## src/rtl/seq_div_pkg.sv

```systemverilog
// Shared types and helpers for the sequential restoring divider.
package div_pkg;

  typedef enum logic [1:0] {
    IDLE = 2'd0,
    CALC = 2'd1,
    FIX  = 2'd2
  } div_state_t;

  localparam int DIV_WIDTH_DEFAULT = 32;

  // Width of an iteration counter that can hold the value WIDTH.
  function automatic int cnt_w(input int width);
    return $clog2(width + 1);
  endfunction

endpackage

```

## src/rtl/seq_div_if.sv

```systemverilog
// Start/busy/done handshake and operand/result bus of the divider.
interface seq_div_if
  import div_pkg::*;
#(
  parameter int WIDTH = DIV_WIDTH_DEFAULT
);

  logic             start;
  logic             sign;
  logic [WIDTH-1:0] a;
  logic [WIDTH-1:0] b;
  logic             busy;
  logic             done;
  logic [WIDTH-1:0] q;
  logic [WIDTH-1:0] r;
  logic             div_zero;

  modport master (
    output start, sign, a, b,
    input  busy, done, q, r, div_zero
  );

  modport slave (
    input  start, sign, a, b,
    output busy, done, q, r, div_zero
  );

endinterface

```

## src/rtl/seq_div_cneg.sv

```systemverilog
// Conditional two's-complement negator: y = en ? -x : x.
module div_cneg #(
  parameter int WIDTH = 32
) (
  input  logic             en,
  input  logic [WIDTH-1:0] x,
  output logic [WIDTH-1:0] y
);

  assign y = en ? (~x + {{(WIDTH-1){1'b0}}, 1'b1}) : x;

endmodule

```

## src/rtl/seq_div.sv

```systemverilog
// seq_div: multi-cycle restoring divider, one quotient bit per clock.
// Build option: define SEQ_DIV_SIGNED_EN to honour the 'sign' input
// (signed DIV); otherwise every operand is treated as unsigned and the
// negators collapse to wires, with the FIX cycle kept so latency is equal.
module seq_div
  import div_pkg::*;
#(
  parameter int WIDTH = DIV_WIDTH_DEFAULT
) (
  input  logic     clk,
  input  logic     rst_n,
  seq_div_if.slave bus
);

  localparam int CW = cnt_w(WIDTH);

  div_state_t state, state_nx;

  logic [CW-1:0]    cnt;
  logic [WIDTH-1:0] rem;     // partial remainder
  logic [WIDTH-1:0] dvd;     // dividend shifting out, quotient shifting in
  logic [WIDTH-1:0] dvs;     // divisor magnitude
  logic             neg_q;
  logic             neg_r;

  logic             sign_eff;
  logic [WIDTH-1:0] a_mag;
  logic [WIDTH-1:0] b_mag;
  logic [WIDTH-1:0] q_fix;
  logic [WIDTH-1:0] r_fix;
  logic [WIDTH:0]   sh;
  logic [WIDTH:0]   diff;
  logic             qbit;
  logic             last;
  logic             dvs_zero;

`ifdef SEQ_DIV_SIGNED_EN
  assign sign_eff = bus.sign;
`else
  assign sign_eff = 1'b0;
`endif

  // Trial subtraction: bit WIDTH of the difference is the borrow.
  assign sh       = {rem, dvd[WIDTH-1]};
  assign diff     = sh - {1'b0, dvs};
  assign qbit     = ~diff[WIDTH];
  assign last     = (cnt == CW'(WIDTH - 1));
  assign dvs_zero = (dvs == '0);
  assign bus.busy = (state == CALC);

  div_cneg #(.WIDTH(WIDTH)) u_neg_a (
    .en (sign_eff & bus.a[WIDTH-1]),
    .x  (bus.a),
    .y  (a_mag)
  );

  div_cneg #(.WIDTH(WIDTH)) u_neg_b (
    .en (sign_eff & bus.b[WIDTH-1]),
    .x  (bus.b),
    .y  (b_mag)
  );

  // Divide-by-zero leaves the quotient as all ones, so its sign fix is skipped.
  div_cneg #(.WIDTH(WIDTH)) u_neg_q (
    .en (neg_q & ~dvs_zero),
    .x  (dvd),
    .y  (q_fix)
  );

  // Remainder is |a| after a zero divide; negating it restores the original a.
  div_cneg #(.WIDTH(WIDTH)) u_neg_r (
    .en (neg_r),
    .x  (rem),
    .y  (r_fix)
  );

  // State register.
  always_ff @(posedge clk or negedge rst_n) begin
    if (!rst_n) state <= IDLE;
    else        state <= state_nx;
  end

  // Next-state logic.
  always_comb begin
    state_nx = state;
    case (state)
      IDLE:    if (bus.start) state_nx = CALC;
      CALC:    if (last)      state_nx = FIX;
      FIX:                    state_nx = IDLE;
      default:                state_nx = IDLE;
    endcase
  end

  // Operand capture and one restoring iteration per CALC cycle.
  always_ff @(posedge clk or negedge rst_n) begin
    if (!rst_n) begin
      cnt   <= '0;
      rem   <= '0;
      dvd   <= '0;
      dvs   <= '0;
      neg_q <= 1'b0;
      neg_r <= 1'b0;
    end else begin
      case (state)
        IDLE: begin
          if (bus.start) begin
            cnt   <= '0;
            rem   <= '0;
            dvd   <= a_mag;
            dvs   <= b_mag;
            neg_q <= sign_eff & (bus.a[WIDTH-1] ^ bus.b[WIDTH-1]);
            neg_r <= sign_eff & bus.a[WIDTH-1];
          end
        end
        CALC: begin
          rem <= qbit ? diff[WIDTH-1:0] : sh[WIDTH-1:0];
          dvd <= {dvd[WIDTH-2:0], qbit};
          cnt <= cnt + CW'(1);
        end
        default: ;
      endcase
    end
  end

  // Result registers and the one-cycle done pulse, loaded from FIX.
  always_ff @(posedge clk or negedge rst_n) begin
    if (!rst_n) begin
      bus.done     <= 1'b0;
      bus.q        <= '0;
      bus.r        <= '0;
      bus.div_zero <= 1'b0;
    end else begin
      bus.done <= (state == FIX);
      if (state == FIX) begin
        bus.q        <= q_fix;
        bus.r        <= r_fix;
        bus.div_zero <= dvs_zero;
      end
    end
  end

endmodule

```

## src/flat_wrapper.sv

```systemverilog
// flat-port wrapper written by rule: the top's interface ports become plain ports
module seq_div_flat import div_pkg::*;
#(
  parameter int WIDTH = DIV_WIDTH_DEFAULT
)
  (clk, rst_n, bus_start, bus_sign, bus_a, bus_b, bus_busy, bus_done, bus_q, bus_r, bus_div_zero);
  seq_div_if #(.WIDTH(WIDTH)) bus_i ();
  input  logic clk;
  input  logic rst_n;
  input wire logic [$bits(bus_i.start)-1:0] bus_start;
  input wire logic [$bits(bus_i.sign)-1:0] bus_sign;
  input wire logic [$bits(bus_i.a)-1:0] bus_a;
  input wire logic [$bits(bus_i.b)-1:0] bus_b;
  output wire logic [$bits(bus_i.busy)-1:0] bus_busy;
  output wire logic [$bits(bus_i.done)-1:0] bus_done;
  output wire logic [$bits(bus_i.q)-1:0] bus_q;
  output wire logic [$bits(bus_i.r)-1:0] bus_r;
  output wire logic [$bits(bus_i.div_zero)-1:0] bus_div_zero;
  assign bus_i.start = bus_start;
  assign bus_i.sign = bus_sign;
  assign bus_i.a = bus_a;
  assign bus_i.b = bus_b;
  assign bus_busy = bus_i.busy;
  assign bus_done = bus_i.done;
  assign bus_q = bus_i.q;
  assign bus_r = bus_i.r;
  assign bus_div_zero = bus_i.div_zero;
  seq_div #(.WIDTH(WIDTH)) u_core (.clk(clk), .rst_n(rst_n), .bus(bus_i));
endmodule
```

## config.mk

```make
export PLATFORM = sky130hd
export DESIGN_NAME = seq_div_flat
export DESIGN_NICKNAME = d
export VERILOG_FILES = /design/src/rtl/seq_div_pkg.sv /design/src/rtl/seq_div_if.sv /design/src/rtl/seq_div_cneg.sv /design/src/rtl/seq_div.sv /design/src/flat_wrapper.sv
export SDC_FILE = /design/constraint.sdc
export NUM_CORES = 1
export LEC_CHECK = 0
export ABC_CLOCK_PERIOD_IN_PS = 6200
export BUFFER_PORTS_ARGS = -buffer_cell sky130_fd_sc_hd__buf_2
export CAP_MARGIN = 20
export CORE_MARGIN = 1
export CORE_UTILIZATION = 57
export CTS_BUF_LIST = sky130_fd_sc_hd__clkbuf_8 sky130_fd_sc_hd__clkbuf_16
export DETAILED_ROUTE_END_ITERATION = 8
export GPL_ROUTABILITY_DRIVEN = 0
export GPL_TIMING_DRIVEN = 1
export HOLD_SLACK_MARGIN = 0.15
export PLACE_DENSITY = 0.78
export SLEW_MARGIN = 20
export SYNTH_ARGS = -nofsm -noshare
export SYNTH_HDL_FRONTEND = slang
export SYNTH_HIERARCHICAL = 1
export SYNTH_SLANG_ARGS = --single-unit
```

## constraint.sdc

```tcl
create_clock -name clk -period 6.2 [get_ports clk]
set_input_delay 1.24 -clock clk [delete_from_list [all_inputs] [get_ports clk]]
set_output_delay 1.24 -clock clk [all_outputs]
set_load 0.03 [all_outputs]
```

**Yosys cells after proc, flatten, opt, wreduce, memory -nomap -nowiden**

Cells that the tools add are included.

- Memories: 0
- Logic and storage cells: 33
- Bits in read-only memories: 0
- RAM bits: 0
- Latch bits: 0
- Bits of input ports: 68
- Register bits after elaboration: 170
- Output and inout bits: 67

- Divide/modulo/power cells: 0
- Bitwise gates (word level): 1
- Shift operators: 0
- $mul: 0
- $lt $le $gt $ge: 0
- Reduce and logical (&&, ||, !) cells: 6
- Mux-type cells: 10
- Equal/unequal tests: 5
- Add/subtract/negate cells: 2

Operators with widths:

| kind | count |
|---|---|
| $pmux 32 s2 | 2 |
| $mux 32 | 3 |
| $sub 33x32->33 | 1 |
| $logic_not 32->1 | 1 |
| $pmux 6 s2 | 1 |
| $add 6x1->6 const B | 1 |
| $eq 6x5->1 const B | 1 |
| $mux 6 | 1 |
| $reduce_and 2->1 | 3 |
| $mux 2 | 2 |
| $pmux 2 s2 | 1 |
| $eq 2x1->1 const B | 1 |
| $eq 2x2->1 const B | 1 |
| $logic_not 2->1 | 1 |
| $ne 2x1->1 const B | 1 |
| $ne 2x2->1 const B | 1 |
| $reduce_bool 2->1 | 1 |
| $not 1->1 | 1 |

**Logic depth before layout (Yosys ltp)**

Gate-level depths: netlist of the first run.

- Depth in word-level cells: 3
- Depth in mapped cells: 15
- Mapped depth without buffers: 12

**Cells and area by module**

The synthesis of the first run kept the hierarchy.

By module, submodules not included:

| module | instances | seq. area each (µm²) | area each (µm²) | cells each |
|---|---|---|---|---|
| seq_div | 1 | 4254.1 | 8862.2 | 890 |
| div_cneg | 4 | 0.0 | 777.0 | 99 |

**Worst setup path before layout of the first run**

Ideal clock, no wire load.

- Path type: flip-flop to flip-flop
- From: register u_core.dvd[31]
- To: register u_core.rem[30]
- Path slack: 3167 ps
- Period minus slack after synthesis: 3033 ps
- Buffers on the path: 3
- Library setup time: 132 ps
- Cell stages (with the launch flop): 16
- Arrival: 2901 ps
- Data required time: 6068 ps
- Path through: dfrtp_1 -> inv_1 -> ha_1 -> inv_1 -> fa_1 -> a211oi_2 -> o211ai_2 -> a31o_4 -> o2111ai_2 -> nor2b_1 -> buf_6 -> or3_4 -> buf_6 -> buf_8 -> a31oi_1 -> o211ai_1

- Longest elaborated chain between the ends: 3

RTL lines:

| element | RTL line | text |
|---|---|---|
| from (decl) | seq_div.sv:21 | `logic [WIDTH-1:0] dvd;` |
| from (signal assigned) | seq_div.sv:109 | `dvd <= a_mag;` |
| from (signal assigned) | seq_div.sv:117 | `dvd <= {dvd[WIDTH-2:0], qbit};` |
| $sub 33x32->33 | seq_div.sv:45 | `assign diff = sh - {1'b0, dvs};` |
| $mux 32 | seq_div.sv:116 | `rem <= qbit ? diff[WIDTH-1:0] : sh[WIDTH-1:0];` |
| $pmux 32 s2 | seq_div.sv:104 | `case (state)` |
| to (signal assigned) | seq_div.sv:116 |  |
| to (decl) | seq_div.sv:20 | `logic [WIDTH-1:0] rem;` |

Every way passes these cells.
A chain may end at the register's enable or synchronous reset.

**Worst setup path in the final report of the first run**

- From: register u_core.state[0]
- To: output bus_busy

- Longest elaborated chain between the ends: 1

RTL lines:

| element | RTL line | text |
|---|---|---|
| from (decl) | seq_div.sv:17 | `div_state_t state, state_nx;` |
| from (signal assigned) | seq_div.sv:80 | `else state <= state_nx;` |
| $eq 2x1->1 | seq_div.sv:49 | `assign bus.busy = (state == CALC);` |
| to (decl) | flat_wrapper.sv:14 | `output wire logic [$bits(bus_i.busy)-1:0] bus_busy;` |

Every way passes these cells.

==> results of run 1 <==
layout by cell type, fill, tap and decap left out, drive strengths merged, types with 5 or more instances in the layout:
cell type and n:
nand2 134, nand4b 5, nand2b 15, a211oi 5, o31ai 34, nor3 14
conb 20, nand4 18, xnor2 133, mux2i 24, or3 6, clkbuf 18
xor2 10, nand3b 7, nor2b 12, o41ai 39, or2b 8, a21oi 50
nor4 37, ha 37, dfrtp 170, clkinv 5, o21a 5, a21o 15
inv 48, or2 5, o211ai 6, a31oi 5, nor2 90, o21ai 113
buf 140, and3 8, nand3 37, mux2 66, o22ai 30
metal layers:
metal / part of all wire [%] / up-vias / GRT usage, % / wire length (um)
li1: - / 4880 / - / -
met1: 47 / 4947 / 42.8 / 14100
met2: 45 / 448 / 42.5 / 13400
met3: 6.9 / 50 / 3.39 / 2060
met4: 1.6 / 0 / 8.14 / 495
met5: 0 / - / 0 / 0
power by group:
part / internal, mW / total, mW / switching (mW)
Clock: 0.647 / 1.11 / 0.468
Sequential: 1.46 / 2.05 / 0.592
Combinational: 1.57 / 3.64 / 2.07
Total: 3.67 / 6.80 / 3.13
stage by stage:
stage | utilization [%] | worst slack, ns | std cells
after floorplan | - | 3.17 | 1305
final | 65.4 | 2.34 | 1680
after CTS | 65.4 | 2.41 | 1680
after global routing | 65.4 | 2.19 | 1680
after global placement | 62.4 | 2.70 | 1648
after detailed placement | 62.4 | 2.61 | 1648
sequential cells by signal, indices dropped and copies added, names as in the netlist:
| name | count |
|---|---|
| u_core/bus.q | 32 |
| u_core/bus.div_zero | 1 |
| u_core/state | 2 |
| u_core/bus.done | 1 |
| u_core/dvs | 32 |
| u_core/cnt | 6 |
| u_core/bus.r | 32 |
| u_core/rem | 32 |
| u_core/dvd | 32 |
final cells by class:
type / count / area share, %
tap: 270 / 2.53
multi-input combinational: 1023 / 54.4
timing repair buffer: 140 / 5.45
clock buffer: 18 / 3.28
inverter: 45 / 1.26
clock inverter: 14 / 1.27
sequential: 170 / 31.8
critical path: cells and delay by family (launching register included):
| family | cells | cell delay (ns) |
|---|---|---|
| buffers and inverters | 3 | 1.64 |
| flip-flops | 1 | 0.43 |
| AND/OR/NAND/NOR | 1 | 0.09 |
kinds of logic after synthesis:
logic type	after synthesis	synth area share, %
buffers and inverters	112	4.46
multiplexers	90	8.22
XOR/XNOR	143	10.5
flip-flops	170	35.5
other	1	0.0313
AO/OA/AOI/OAI	329	18.8
adder cells (fa/ha/maj)	38	4.03
AND/OR/NAND/NOR	403	18.4
path summary, 6_finish.rpt:
path                                 start              end  slack [ns]  cells past startpoint
max                        u_core/state[0]         bus_busy        2.34                      4
min                          u_core/cnt[5]    u_core/cnt[5]        0.48                      1
max reg2reg                 u_core/dvd[31]    u_core/rem[2]        2.51                     13
min reg2reg                  u_core/cnt[5]    u_core/cnt[5]        0.48                      1
max in group asynchronous            rst_n   u_core/rem[13]        4.44                      2
min in group asynchronous            rst_n  u_core/bus.q[9]        0.71                      1
==> impl_results.html, run 1 <==
<table>
<tr><th>Metric</th><th>Value</th></tr>
<tr><th colspan="2">Detailed routing</th></tr>
<tr><td>Routed WL per cell</td><td>17.9 um</td></tr>
<tr><td>Detailed-route via count</td><td>10.3k</td></tr>
<tr><td>Avg Vias per Cell</td><td>6.15</td></tr>
<tr><td>DRC violation total after the first TritonRoute iteration</td><td>934</td></tr>
<tr><td>Router iterations before antenna repair</td><td>5</td></tr>
<tr><td>Routed Antenna Nets</td><td>0</td></tr>
<tr><td>Total wirelength of the detailed-routed design</td><td>30000 um</td></tr>
<tr><td>Drc violations</td><td>0</td></tr>
<tr><th colspan="2">Global route</th></tr>
<tr><td>Total GRT Usage</td><td>28.3%</td></tr>
<tr><td>Global-route wire length before repair</td><td>49100 um</td></tr>
<tr><td>Maximum number of pins on one net before global-route repair</td><td>84</td></tr>
<tr><td>Via count of the first global-routing pass</td><td>9501</td></tr>
<tr><td>Remaining global-route overflow</td><td>0</td></tr>
<tr><td>Initial antenna violation count</td><td>0</td></tr>
<tr><th colspan="2">Place</th></tr>
<tr><td>Post-DP HPWL</td><td>21800 um</td></tr>
<tr><td>Post-Place Cell Area</td><td>12800 um^2</td></tr>
<tr><td>Number of port buffers</td><td>133</td></tr>
<tr><th colspan="2">Pwr</th></tr>
<tr><td>Maximum VDD drop</td><td>0.313 mV</td></tr>
<tr><td>P per Cell Area</td><td>509 nW/um^2</td></tr>
<tr><td>Leakage power</td><td>5.43 nW</td></tr>
<tr><td>Final Total Pwr</td><td>6.80 mW</td></tr>
<tr><th colspan="2">Timing</th></tr>
<tr><td>Part of the cycle the worst path needs</td><td>62.3%</td></tr>
<tr><td>Setup-failing EPs final</td><td>0</td></tr>
<tr><td>Final Max Tran Viols</td><td>0</td></tr>
<tr><td>Slew of the pin with the lowest slew margin</td><td>1.05 ns</td></tr>
<tr><td>RSZ-0062 raised after global routing</td><td>false</td></tr>
<tr><td>Slew margin rel.</td><td>29.5%</td></tr>
<tr><td>Time the worst path needs with I/O delays and setup</td><td>3.86 ns</td></tr>
<tr><td>Setup TNS Final</td><td>0 ns</td></tr>
<tr><td>Max frequency</td><td>259 MHz</td></tr>
<tr><td>Worst hold slack across all endpoints</td><td>0.482 ns</td></tr>
<tr><td>Hold Violations, Final</td><td>0</td></tr>
<tr><td>Fin Clk Skew</td><td>0.00502 ns</td></tr>
<tr><th colspan="2">Finish</th></tr>
<tr><td>Area growth syn-to-layout</td><td>11.7%</td></tr>
<tr><td>Total Nets Final</td><td>1503</td></tr>
<tr><td>Sequential cell area</td><td>4250 um^2</td></tr>
<tr><td>Area of the multi-input gates</td><td>7270 um^2</td></tr>
<tr><td>Number of fill cells in the layout</td><td>1667</td></tr>
<tr><td>Finished Cell Area</td><td>13400 um^2</td></tr>
<tr><td>Final antenna diode count</td><td>0</td></tr>
<tr><td>Share of cells above drive strength 1</td><td>20.7%</td></tr>
<tr><th colspan="2">Synthesis</th></tr>
<tr><td>Cell type with the largest total area after synthesis</td><td>sky130_fd_sc_hd__dfrtp_1</td></tr>
<tr><td>Commonest cells in the synthesized netlist</td><td>sky130_fd_sc_hd__dfrtp_1 (170), sky130_fd_sc_hd__nand2_1 (134), sky130_fd_sc_hd__xnor2_1 (133), sky130_fd_sc_hd__o21ai_0 (99), sky130_fd_sc_hd__nor2_1 (90)</td></tr>
<tr><td>Main area contributors after synthesis</td><td>sky130_fd_sc_hd__dfrtp_1 (36%), sky130_fd_sc_hd__xnor2_1 (9.7%), sky130_fd_sc_hd__mux2_2 (6.2%)</td></tr>
<tr><td>Area share of the largest cell type after synthesis</td><td>35.5%</td></tr>
<tr><td>Most used flip-flop cell after synthesis</td><td>sky130_fd_sc_hd__dfrtp_1</td></tr>
<tr><td>Number of synthesized flops with an enable pin</td><td>0</td></tr>
<tr><td>Most numerous cell in the Yosys netlist</td><td>sky130_fd_sc_hd__dfrtp_1</td></tr>
<tr><td>Post-synth design cell area</td><td>12000 um^2</td></tr>
<tr><td>Average cell area after synthesis</td><td>9.31 um^2</td></tr>
<tr><td>Share of flip-flops with an asynchronous set or reset after synthesis</td><td>100%</td></tr>
<tr><td>Count of warnings emitted by yosys</td><td>6</td></tr>
<tr><td>Number of distinct standard cells referenced by the synthesized netlist</td><td>70</td></tr>
<tr><td>Number of instances in the synthesized netlist</td><td>1286</td></tr>
<tr><td>Post-synthesis sequential element count</td><td>170</td></tr>
<tr><td>Register area share after synthesis</td><td>35.5%</td></tr>
<tr><th colspan="2">Run</th></tr>
<tr><td>Max-Cap Viols</td><td>0</td></tr>
<tr><th colspan="2">Min path</th></tr>
<tr><td>Path class of the lowest-slack min-delay path</td><td>reg2reg</td></tr>
<tr><th colspan="2">Die</th></tr>
<tr><td>FP Rows</td><td>52</td></tr>
<tr><td>Horizontal extent of the die</td><td>147 um</td></tr>
<tr><td>Die Ht</td><td>147 um</td></tr>
<tr><td>Number of ports placed on the die boundary</td><td>135</td></tr>
<tr><td>Initial Utilization</td><td>58.6%</td></tr>
<tr><td>Die area</td><td>21600 um^2</td></tr>
<tr><td>Core Region</td><td>20400 um^2</td></tr>
<tr><th colspan="2">Outcome</th></tr>
<tr><td>Result of the run</td><td>finished, final reports clean</td></tr>
<tr><th colspan="2">Critical path</th></tr>
<tr><td>Cell with the largest stage delay on the worst path</td><td>sky130_fd_sc_hd__buf_4</td></tr>
<tr><td>Crit Path Class</td><td>reg2out</td></tr>
<tr><td>CP startpoint kind</td><td>flop</td></tr>
<tr><td>Arr. time, crit path</td><td>2.62 ns</td></tr>
<tr><td>Delay contributed by the slowest stage of the critical path</td><td>0.66 ns</td></tr>
<tr><td>Max Fanout on Critical Path</td><td>83</td></tr>
<tr><td>Required time of the worst setup path</td><td>4.96 ns</td></tr>
<tr><td>Critical-path cell list</td><td>nand2b_2 &gt; buf_4 &gt; inv_1 &gt; buf_2</td></tr>
<tr><td>Category of the worst setup path capture point</td><td>output pin</td></tr>
<tr><th colspan="2">Clock tree</th></tr>
<tr><td>Buffers from clock root to sink, at most</td><td>2</td></tr>
<tr><td>Clock latency on the worst-skew pair</td><td>0.44 ns</td></tr>
<tr><td>CTS H-tree depth</td><td>4</td></tr>
<tr><td>Number of gates resized after CTS</td><td>0</td></tr>
<tr><td>Number of buffers inserted by post-CTS setup repair</td><td>0</td></tr>
<tr><td>Cts bufs inserted</td><td>17</td></tr>
<tr><td>Clock transition at path regs</td><td>0.06 ns</td></tr>
<tr><td>Clock Tree Root</td><td>sky130_fd_sc_hd__clkbuf_16</td></tr>
<tr><td>Count of clock tree sinks</td><td>170</td></tr>
<tr><td>TritonCTS clock tree</td><td>built</td></tr>
<tr><td>Number of buffers inserted by hold repair at cts</td><td>0</td></tr>
</table>
(Power assumes the default switching activity.)
==> inputs of run 2 (changes only) <==
--- a/config.mk
+++ b/config.mk
@@ -5,17 +5,17 @@
 export SDC_FILE = /design/constraint.sdc
 export NUM_CORES = 1
 export LEC_CHECK = 0
-export ABC_CLOCK_PERIOD_IN_PS = 6200
+export ABC_CLOCK_PERIOD_IN_PS = 3400
 export BUFFER_PORTS_ARGS = -buffer_cell sky130_fd_sc_hd__buf_2
 export CAP_MARGIN = 20
 export CORE_MARGIN = 1
-export CORE_UTILIZATION = 57
+export CORE_UTILIZATION = 54
 export CTS_BUF_LIST = sky130_fd_sc_hd__clkbuf_8 sky130_fd_sc_hd__clkbuf_16
 export DETAILED_ROUTE_END_ITERATION = 8
 export GPL_ROUTABILITY_DRIVEN = 0
 export GPL_TIMING_DRIVEN = 1
 export HOLD_SLACK_MARGIN = 0.15
-export PLACE_DENSITY = 0.78
+export PLACE_DENSITY = 0.77
 export SLEW_MARGIN = 20
 export SYNTH_ARGS = -nofsm -noshare
 export SYNTH_HDL_FRONTEND = slang
==> constraint.sdc (replaced) <==
create_clock -name clk -period 3.4 [get_ports clk]
set_input_delay 0.68 -clock clk [delete_from_list [all_inputs] [get_ports clk]]
set_output_delay 0.68 -clock clk [all_outputs]
set_load 0.03 [all_outputs]
==> run 2 against run 1 <==
Total power up 86%. Global-route usage down 1.2 points. Sequential power up 76%. First-iteration DRC count down 8.9%. Clock power up 73%. Final cell count up 1.8%. Clock skew up 0.0022 ns. Non-clock buffer count up 20. Largest cell class unchanged.
==> impl_results.html, run 2 (synthesized netlist as in run 1, its figures left out) <==
<table>
<tr><th>Metric</th><th>Value</th></tr>
<tr><th colspan="2">Outcome</th></tr>
<tr><td>Result of the run</td><td>finished, final reports clean</td></tr>
<tr><th colspan="2">Clock tree</th></tr>
<tr><td>Clock Tree Root</td><td>sky130_fd_sc_hd__clkbuf_16</td></tr>
<tr><td>Buffers from clock root to sink, at most</td><td>2</td></tr>
<tr><td>Count of clock tree sinks</td><td>170</td></tr>
<tr><td>Clock latency on the worst-skew pair</td><td>0.43 ns</td></tr>
<tr><td>Cts bufs inserted</td><td>17</td></tr>
<tr><td>TritonCTS clock tree</td><td>built</td></tr>
<tr><td>CTS H-tree depth</td><td>4</td></tr>
<tr><td>Clock transition at path regs</td><td>0.07 ns</td></tr>
<tr><th colspan="2">Timing</th></tr>
<tr><td>Slew margin rel.</td><td>45.8%</td></tr>
<tr><td>Max frequency</td><td>310 MHz</td></tr>
<tr><td>Worst hold slack across all endpoints</td><td>0.238 ns</td></tr>
<tr><td>Hold Violations, Final</td><td>0</td></tr>
<tr><td>Fin Clk Skew</td><td>0.00721 ns</td></tr>
<tr><td>Time the worst path needs with I/O delays and setup</td><td>3.23 ns</td></tr>
<tr><td>Slew of the pin with the lowest slew margin</td><td>0.813 ns</td></tr>
<tr><td>Setup TNS Final</td><td>0 ns</td></tr>
<tr><td>Part of the cycle the worst path needs</td><td>95.0%</td></tr>
<tr><td>Setup-failing EPs final</td><td>0</td></tr>
<tr><td>Final Max Tran Viols</td><td>0</td></tr>
<tr><td>RSZ-0062 raised after global routing</td><td>false</td></tr>
<tr><th colspan="2">Finish</th></tr>
<tr><td>Core occupancy in the finished layout</td><td>62.3%</td></tr>
<tr><td>Commonest non-fill, non-tap cell in the layout</td><td>sky130_fd_sc_hd__dfrtp_1</td></tr>
<tr><td>Final antenna diode count</td><td>0</td></tr>
<tr><td>Number of fill cells in the layout</td><td>1851</td></tr>
<tr><td>Sequential cell area</td><td>4250 um^2</td></tr>
<tr><td>Share of cells above drive strength 1</td><td>21.7%</td></tr>
<tr><td>Area growth syn-to-layout</td><td>13.1%</td></tr>
<tr><td>Commonest cells after routing, fill and taps aside</td><td>sky130_fd_sc_hd__dfrtp_1 (170), sky130_fd_sc_hd__nand2_1 (134), sky130_fd_sc_hd__xnor2_1 (133)</td></tr>
<tr><td>Total Nets Final</td><td>1523</td></tr>
<tr><td>Area of the multi-input gates</td><td>7280 um^2</td></tr>
<tr><th colspan="2">Die</th></tr>
<tr><td>Core Region</td><td>21800 um^2</td></tr>
<tr><td>Die Ht</td><td>151 um</td></tr>
<tr><td>Die area</td><td>22800 um^2</td></tr>
<tr><td>Number of ports placed on the die boundary</td><td>135</td></tr>
<tr><td>FP Rows</td><td>54</td></tr>
<tr><td>Horizontal extent of the die</td><td>151 um</td></tr>
<tr><td>Initial Utilization</td><td>55.0%</td></tr>
<tr><th colspan="2">Critical path</th></tr>
<tr><td>Max Fanout on Critical Path</td><td>8</td></tr>
<tr><td>Delay contributed by the slowest stage of the critical path</td><td>0.49 ns</td></tr>
<tr><td>Critical-path cell list</td><td>ha_1 &gt; a21o_1 &gt; a21oi_1 &gt; a21oi_1 &gt; o41ai_1 &gt; buf_4 &gt; o2111ai_1 &gt; a41oi_1 &gt; mux2i_1 &gt; nand2_1</td></tr>
<tr><td>Crit Path Class</td><td>reg2reg</td></tr>
<tr><td>Buffering stage count on the worst path with inverters included</td><td>1</td></tr>
<tr><td>CP startpoint kind</td><td>flop</td></tr>
<tr><td>Arr. time, crit path</td><td>3.54 ns</td></tr>
<tr><td>Category of the worst setup path capture point</td><td>flop</td></tr>
<tr><td>Cell with the largest stage delay on the worst path</td><td>sky130_fd_sc_hd__dfrtp_1</td></tr>
<tr><td>Required time of the worst setup path</td><td>3.71 ns</td></tr>
<tr><td>Most frequent cell on the critical path</td><td>sky130_fd_sc_hd__a21oi_1</td></tr>
<tr><td>Top cell family by delay on the critical path</td><td>compound AO/OA/AOI/OAI gates</td></tr>
<tr><th colspan="2">Detailed routing</th></tr>
<tr><td>Avg Vias per Cell</td><td>6.05</td></tr>
<tr><td>DRC violation total after the first TritonRoute iteration</td><td>851</td></tr>
<tr><td>Drc violations</td><td>0</td></tr>
<tr><td>Routed Antenna Nets</td><td>0</td></tr>
<tr><td>Total wirelength of the detailed-routed design</td><td>30200 um</td></tr>
<tr><td>Router iterations before antenna repair</td><td>5</td></tr>
<tr><td>Routed WL per cell</td><td>17.7 um</td></tr>
<tr><td>Detailed-route via count</td><td>10.3k</td></tr>
<tr><th colspan="2">Global route</th></tr>
<tr><td>Initial antenna violation count</td><td>0</td></tr>
<tr><td>Via count of the first global-routing pass</td><td>9527</td></tr>
<tr><td>Maximum number of pins on one net before global-route repair</td><td>83</td></tr>
<tr><td>Total GRT Usage</td><td>27.0%</td></tr>
<tr><td>Global-route wire length before repair</td><td>48700 um</td></tr>
<tr><td>Remaining global-route overflow</td><td>0</td></tr>
<tr><th colspan="2">Place</th></tr>
<tr><td>Post-DP HPWL</td><td>22300 um</td></tr>
<tr><td>Number of port buffers</td><td>133</td></tr>
<tr><th colspan="2">Pwr</th></tr>
<tr><td>Maximum VDD drop</td><td>0.537 mV</td></tr>
<tr><td>P per Cell Area</td><td>932 nW/um^2</td></tr>
<tr><td>Leakage power</td><td>5.53 nW</td></tr>
<tr><th colspan="2">Run</th></tr>
<tr><td>Max-Cap Viols</td><td>0</td></tr>
<tr><th colspan="2">Min path</th></tr>
<tr><td>Path class of the lowest-slack min-delay path</td><td>in2async</td></tr>
</table>
==> run 2: cell types whose count changed in the layout (fill, tap and decap cells not counted), sizes merged <==
cell      previous run  this run
bufinv               3         2
clkinvlp             3         2
inv                 48        49
clkbuf              18        19
buf                140       160
==> run 2: final cells by class <==
type / count / share of cell area, %
clock inverters: 13 / 0.942
flip-flops and latches: 170 / 31.4
repair buffers: 160 / 6.73
clock buffers: 19 / 3.34
inverters: 45 / 1.25
multi-input cells: 1023 / 53.7
well taps: 280 / 2.59
==> run 2: final timing paths <==
| kind | from | endpoint | slack [ns] | cells past startpoint |
|---|---|---|---|---|
| max in group asynchronous | rst_n | u_core/dvs[0] | 2.22 | 2 |
| worst min-delay path | rst_n | u_core/bus.q[9] | 0.24 | 1 |
| worst max register to register | u_core/rem[2] | u_core/rem[31] | 0.17 | 10 |
| worst min register to register | u_core/cnt[5] | u_core/cnt[5] | 0.48 | 1 |
| min in group clk | u_core/cnt[5] | u_core/cnt[5] | 0.48 | 1 |
| worst max-delay path | u_core/rem[2] | u_core/rem[31] | 0.17 | 10 |
==> run 2: timing repair <==
item	in CTS	in global routing
hold buffers	0	0
buffers inserted	0	1
resized for setup	0	2
endpoints found under the setup margin	0	12
==> run 2: power by group <==
| group | internal [mW] | switching (mW) | leakage, nW |
|---|---|---|---|
| Clock | 1.11 | 0.809 | 0.293 |
| Combinational | 3.11 | 3.98 | 3.23 |
| Sequential | 2.66 | 0.952 | 2.01 |
==> run 2: per-layer routing <==
layer | GRT usage, % | vias to the layer above | wire length (um)
li1 | - | 4920 | -
met1 | 40.6 | 5013 | 14500
met2 | 40.1 | 368 | 13200
met3 | 3.67 | 44 | 1940
met4 | 8.50 | 0 | 543
met5 | 0 | - | 0
==> run 2: through the flow <==
step | cells | instance area [um^2] | setup slack [ns] | power [mW]
3_3_place_gp | 1677 | 12900 | 0.206 | 10.2
3_5_place_dp | 1677 | 12900 | 0.167 | 10.4
2_1_floorplan | 1305 | 12000 | 0.367 | 8.87
6_report | 1710 | 13500 | 0.169 | 12.6
5_1_grt | 1710 | 13500 | 0.0192 | 13.5
4_1_cts | 1709 | 13500 | 0.149 | 12.4
==> inputs of run 3 (changes only) <==
--- a/config.mk
+++ b/config.mk
@@ -5,17 +5,17 @@
 export SDC_FILE = /design/constraint.sdc
 export NUM_CORES = 1
 export LEC_CHECK = 0
-export ABC_CLOCK_PERIOD_IN_PS = 3400
+export ABC_CLOCK_PERIOD_IN_PS = 4150
 export BUFFER_PORTS_ARGS = -buffer_cell sky130_fd_sc_hd__buf_2
 export CAP_MARGIN = 20
 export CORE_MARGIN = 1
-export CORE_UTILIZATION = 54
+export CORE_UTILIZATION = 57
 export CTS_BUF_LIST = sky130_fd_sc_hd__clkbuf_8 sky130_fd_sc_hd__clkbuf_16
 export DETAILED_ROUTE_END_ITERATION = 8
 export GPL_ROUTABILITY_DRIVEN = 0
 export GPL_TIMING_DRIVEN = 1
 export HOLD_SLACK_MARGIN = 0.15
-export PLACE_DENSITY = 0.77
+export PLACE_DENSITY = 0.78
 export SLEW_MARGIN = 20
 export SYNTH_ARGS = -nofsm -noshare
 export SYNTH_HDL_FRONTEND = slang
==> constraint.sdc (replaced) <==
create_clock -name clk -period 4.15 [get_ports clk]
set_input_delay 0.83 -clock clk [delete_from_list [all_inputs] [get_ports clk]]
set_output_delay 0.83 -clock clk [all_outputs]
set_load 0.03 [all_outputs]
==> run 3 against run 2 <==
Utilization increased by 3.3 points. Register-to-register slack improved by 0.50 ns. Sequential power decreased by 16%. Total power decreased by 19%. Sequential share of layout area increased by 0.33 points. Highest routed layer unchanged. Largest cell class unchanged. Die area decreased by 5.2%. Final cell count decreased by 1.7%.
==> impl_results.html, run 3 (synthesized netlist as in run 1, its figures left out) <==
<table>
<tr><th>Metric</th><th>Value</th></tr>
<tr><th colspan="2">Place</th></tr>
<tr><td>Number of port buffers</td><td>133</td></tr>
<tr><td>Post-DP HPWL</td><td>21700 um</td></tr>
<tr><td>Setup slack after placement</td><td>0.722 ns</td></tr>
<tr><td>DP Cell Count</td><td>1649</td></tr>
<tr><th colspan="2">Die</th></tr>
<tr><td>Core Region</td><td>20400 um^2</td></tr>
<tr><td>Die area</td><td>21600 um^2</td></tr>
<tr><td>Horizontal extent of the die</td><td>147 um</td></tr>
<tr><td>FP Rows</td><td>52</td></tr>
<tr><td>Initial Utilization</td><td>58.6%</td></tr>
<tr><td>Die Ht</td><td>147 um</td></tr>
<tr><td>Number of ports placed on the die boundary</td><td>135</td></tr>
<tr><th colspan="2">Pwr</th></tr>
<tr><td>Final Total Pwr</td><td>10.2 mW</td></tr>
<tr><td>P per Cell Area</td><td>759 nW/um^2</td></tr>
<tr><td>Maximum VDD drop</td><td>0.481 mV</td></tr>
<tr><td>Leakage power</td><td>5.43 nW</td></tr>
<tr><th colspan="2">Critical path</th></tr>
<tr><td>Arr. time, crit path</td><td>3.77 ns</td></tr>
<tr><td>Critical register-to-register path startpoint</td><td>u_core/dvd[31]</td></tr>
<tr><td>Most frequent cell on the critical path</td><td>sky130_fd_sc_hd__inv_1</td></tr>
<tr><td>CP startpoint kind</td><td>flop</td></tr>
<tr><td>Depth of the worst register-to-register path</td><td>13</td></tr>
<tr><td>Required time of the worst setup path</td><td>4.45 ns</td></tr>
<tr><td>Category of the worst setup path capture point</td><td>flop</td></tr>
<tr><td>Crit Path Class</td><td>reg2reg</td></tr>
<tr><td>Cell with the largest stage delay on the worst path</td><td>sky130_fd_sc_hd__and3_1</td></tr>
<tr><td>FF-to-FF End</td><td>u_core/rem[11]</td></tr>
<tr><td>Delay contributed by the slowest stage of the critical path</td><td>0.46 ns</td></tr>
<tr><td>Register-to-register setup slack</td><td>0.67 ns</td></tr>
<tr><td>Critical-path cell list</td><td>inv_1 &gt; ha_1 &gt; inv_1 &gt; fa_1 &gt; a211oi_2 &gt; o211ai_2 &gt; a31o_4 &gt; o2111ai_2 &gt; and3_1 &gt; nor3_2 &gt; buf_4 &gt; mux2i_1 &gt; o21ai_0</td></tr>
<tr><td>Max Fanout on Critical Path</td><td>25</td></tr>
<tr><th colspan="2">Timing</th></tr>
<tr><td>Setup-failing EPs final</td><td>0</td></tr>
<tr><td>Slew of the pin with the lowest slew margin</td><td>1.08 ns</td></tr>
<tr><td>Max frequency</td><td>288 MHz</td></tr>
<tr><td>Fin Clk Skew</td><td>0.00621 ns</td></tr>
<tr><td>Setup TNS Final</td><td>0 ns</td></tr>
<tr><td>Final Max Tran Viols</td><td>0</td></tr>
<tr><td>RSZ-0062 raised after global routing</td><td>false</td></tr>
<tr><td>Time the worst path needs with I/O delays and setup</td><td>3.48 ns</td></tr>
<tr><td>Part of the cycle the worst path needs</td><td>83.8%</td></tr>
<tr><td>Worst setup margin</td><td>0.673 ns</td></tr>
<tr><td>Slew margin rel.</td><td>27.6%</td></tr>
<tr><td>Hold Violations, Final</td><td>0</td></tr>
<tr><th colspan="2">Finish</th></tr>
<tr><td>Non-filler instance count after layout</td><td>1681</td></tr>
<tr><td>Commonest cells after routing, fill and taps aside</td><td>sky130_fd_sc_hd__dfrtp_1 (170), sky130_fd_sc_hd__nand2_1 (134), sky130_fd_sc_hd__xnor2_1 (133)</td></tr>
<tr><td>Total Nets Final</td><td>1504</td></tr>
<tr><td>Commonest non-fill, non-tap cell in the layout</td><td>sky130_fd_sc_hd__dfrtp_1</td></tr>
<tr><td>Final antenna diode count</td><td>0</td></tr>
<tr><td>Share of cells above drive strength 1</td><td>20.8%</td></tr>
<tr><td>Area growth syn-to-layout</td><td>12.0%</td></tr>
<tr><td>Core occupancy in the finished layout</td><td>65.6%</td></tr>
<tr><th colspan="2">Clock tree</th></tr>
<tr><td>CTS H-tree depth</td><td>4</td></tr>
<tr><td>Number of gates resized after CTS</td><td>0</td></tr>
<tr><td>Count of clock tree sinks</td><td>170</td></tr>
<tr><td>Clock Tree Root</td><td>sky130_fd_sc_hd__clkbuf_16</td></tr>
<tr><td>Buffers from clock root to sink, at most</td><td>2</td></tr>
<tr><td>Clock latency on the worst-skew pair</td><td>0.44 ns</td></tr>
<tr><td>Clock transition at path regs</td><td>0.07 ns</td></tr>
<tr><td>TritonCTS clock tree</td><td>built</td></tr>
<tr><td>Cts bufs inserted</td><td>17</td></tr>
<tr><td>Number of buffers inserted by post-CTS setup repair</td><td>0</td></tr>
<tr><td>Number of buffers inserted by hold repair at cts</td><td>0</td></tr>
<tr><th colspan="2">Global route</th></tr>
<tr><td>Remaining global-route overflow</td><td>0</td></tr>
<tr><td>Initial antenna violation count</td><td>0</td></tr>
<tr><td>Total GRT Usage</td><td>27.9%</td></tr>
<tr><td>Maximum number of pins on one net before global-route repair</td><td>100</td></tr>
<tr><td>Global-route wire length before repair</td><td>48600 um</td></tr>
<tr><td>Via count of the first global-routing pass</td><td>9667</td></tr>
<tr><th colspan="2">Detailed routing</th></tr>
<tr><td>Drc violations</td><td>0</td></tr>
<tr><td>DRC violation total after the first TritonRoute iteration</td><td>822</td></tr>
<tr><td>Detailed-route via count</td><td>10.3k</td></tr>
<tr><td>Total wirelength of the detailed-routed design</td><td>29400 um</td></tr>
<tr><td>Routed WL per cell</td><td>17.5 um</td></tr>
<tr><td>Avg Vias per Cell</td><td>6.12</td></tr>
<tr><td>Routed Antenna Nets</td><td>0</td></tr>
<tr><td>Router iterations before antenna repair</td><td>5</td></tr>
<tr><th colspan="2">Run</th></tr>
<tr><td>Max-Cap Viols</td><td>0</td></tr>
<tr><th colspan="2">Outcome</th></tr>
<tr><td>Result of the run</td><td>finished, final reports clean</td></tr>
<tr><th colspan="2">Min path</th></tr>
<tr><td>Path class of the lowest-slack min-delay path</td><td>in2async</td></tr>
</table>
-- run 3: changes by cell type in the layout (fill, tap and decap cells not counted), moves of 2 or more --
cell                         change
sky130_fd_sc_hd__clkinv_2        -3
sky130_fd_sc_hd__inv_6           +2
sky130_fd_sc_hd__buf_4          -17
sky130_fd_sc_hd__inv_1           -3
sky130_fd_sc_hd__clkinvlp_4      +2
sky130_fd_sc_hd__buf_12          -2
-- run 3: critical path: cells and delay by family (launching register included) --
kind                       cells  cell delay, ns
AOI/OAI and AO/OA              5            1.09
adders and majority gates      2            0.60
buffers and inverters          3            0.47
DFF                            1            0.40
muxes                          1            0.20
and+or+nand+nor                2            0.55
-- run 3: cell type report --
class,instances,area [um^2]
clock buffers,18,439
clock inverters,14,189
fillers,1660,7030
inverters,45,169
multi-input cells,1023,7270
flip-flops and latches,170,4250
well taps,270,338
repair buffers,141,744
-- run 3: per-stage QoR --
step	hold slack [ns]	cell area, um^2
after global routing	0.419	13400
after global placement	0.463	12800
after floorplan	0.439	12000
final	0.368	13400
after detailed placement	0.470	12800
after CTS	0.413	13400
-- run 3: how the worst max path moves through the flow --
stage | startpoint | end | slack (ns)
2_1_floorplan | u_core/dvd[31] | u_core/rem[30] | 1.12
3_3_place_gp | u_core/dvd[31] | u_core/rem[10] | 0.83
3_5_place_dp | u_core/dvd[31] | u_core/rem[18] | 0.72
4_1_cts | u_core/dvd[31] | u_core/rem[18] | 0.70
5_1_grt | u_core/dvd[31] | u_core/rem[7] | 0.47
6_report | u_core/dvd[31] | u_core/rem[11] | 0.67
-- run 3: per-layer routing --
layer  global-route usage, %  up-vias  part of all wire (%)
met4                    9.85        0                   2.2
met1                    40.5     4938                    46
met5                       0        -                     0
met2                    41.8      420                    44
met3                    5.25       48                   7.8
li1                        -     4889                     -
-- run 3: power by group --
part	switching [mW]	internal [mW]	leakage [nW]
Clock	0.698	0.976	0.293
Combinational	3.10	2.35	3.13
Sequential	0.874	2.18	2.01
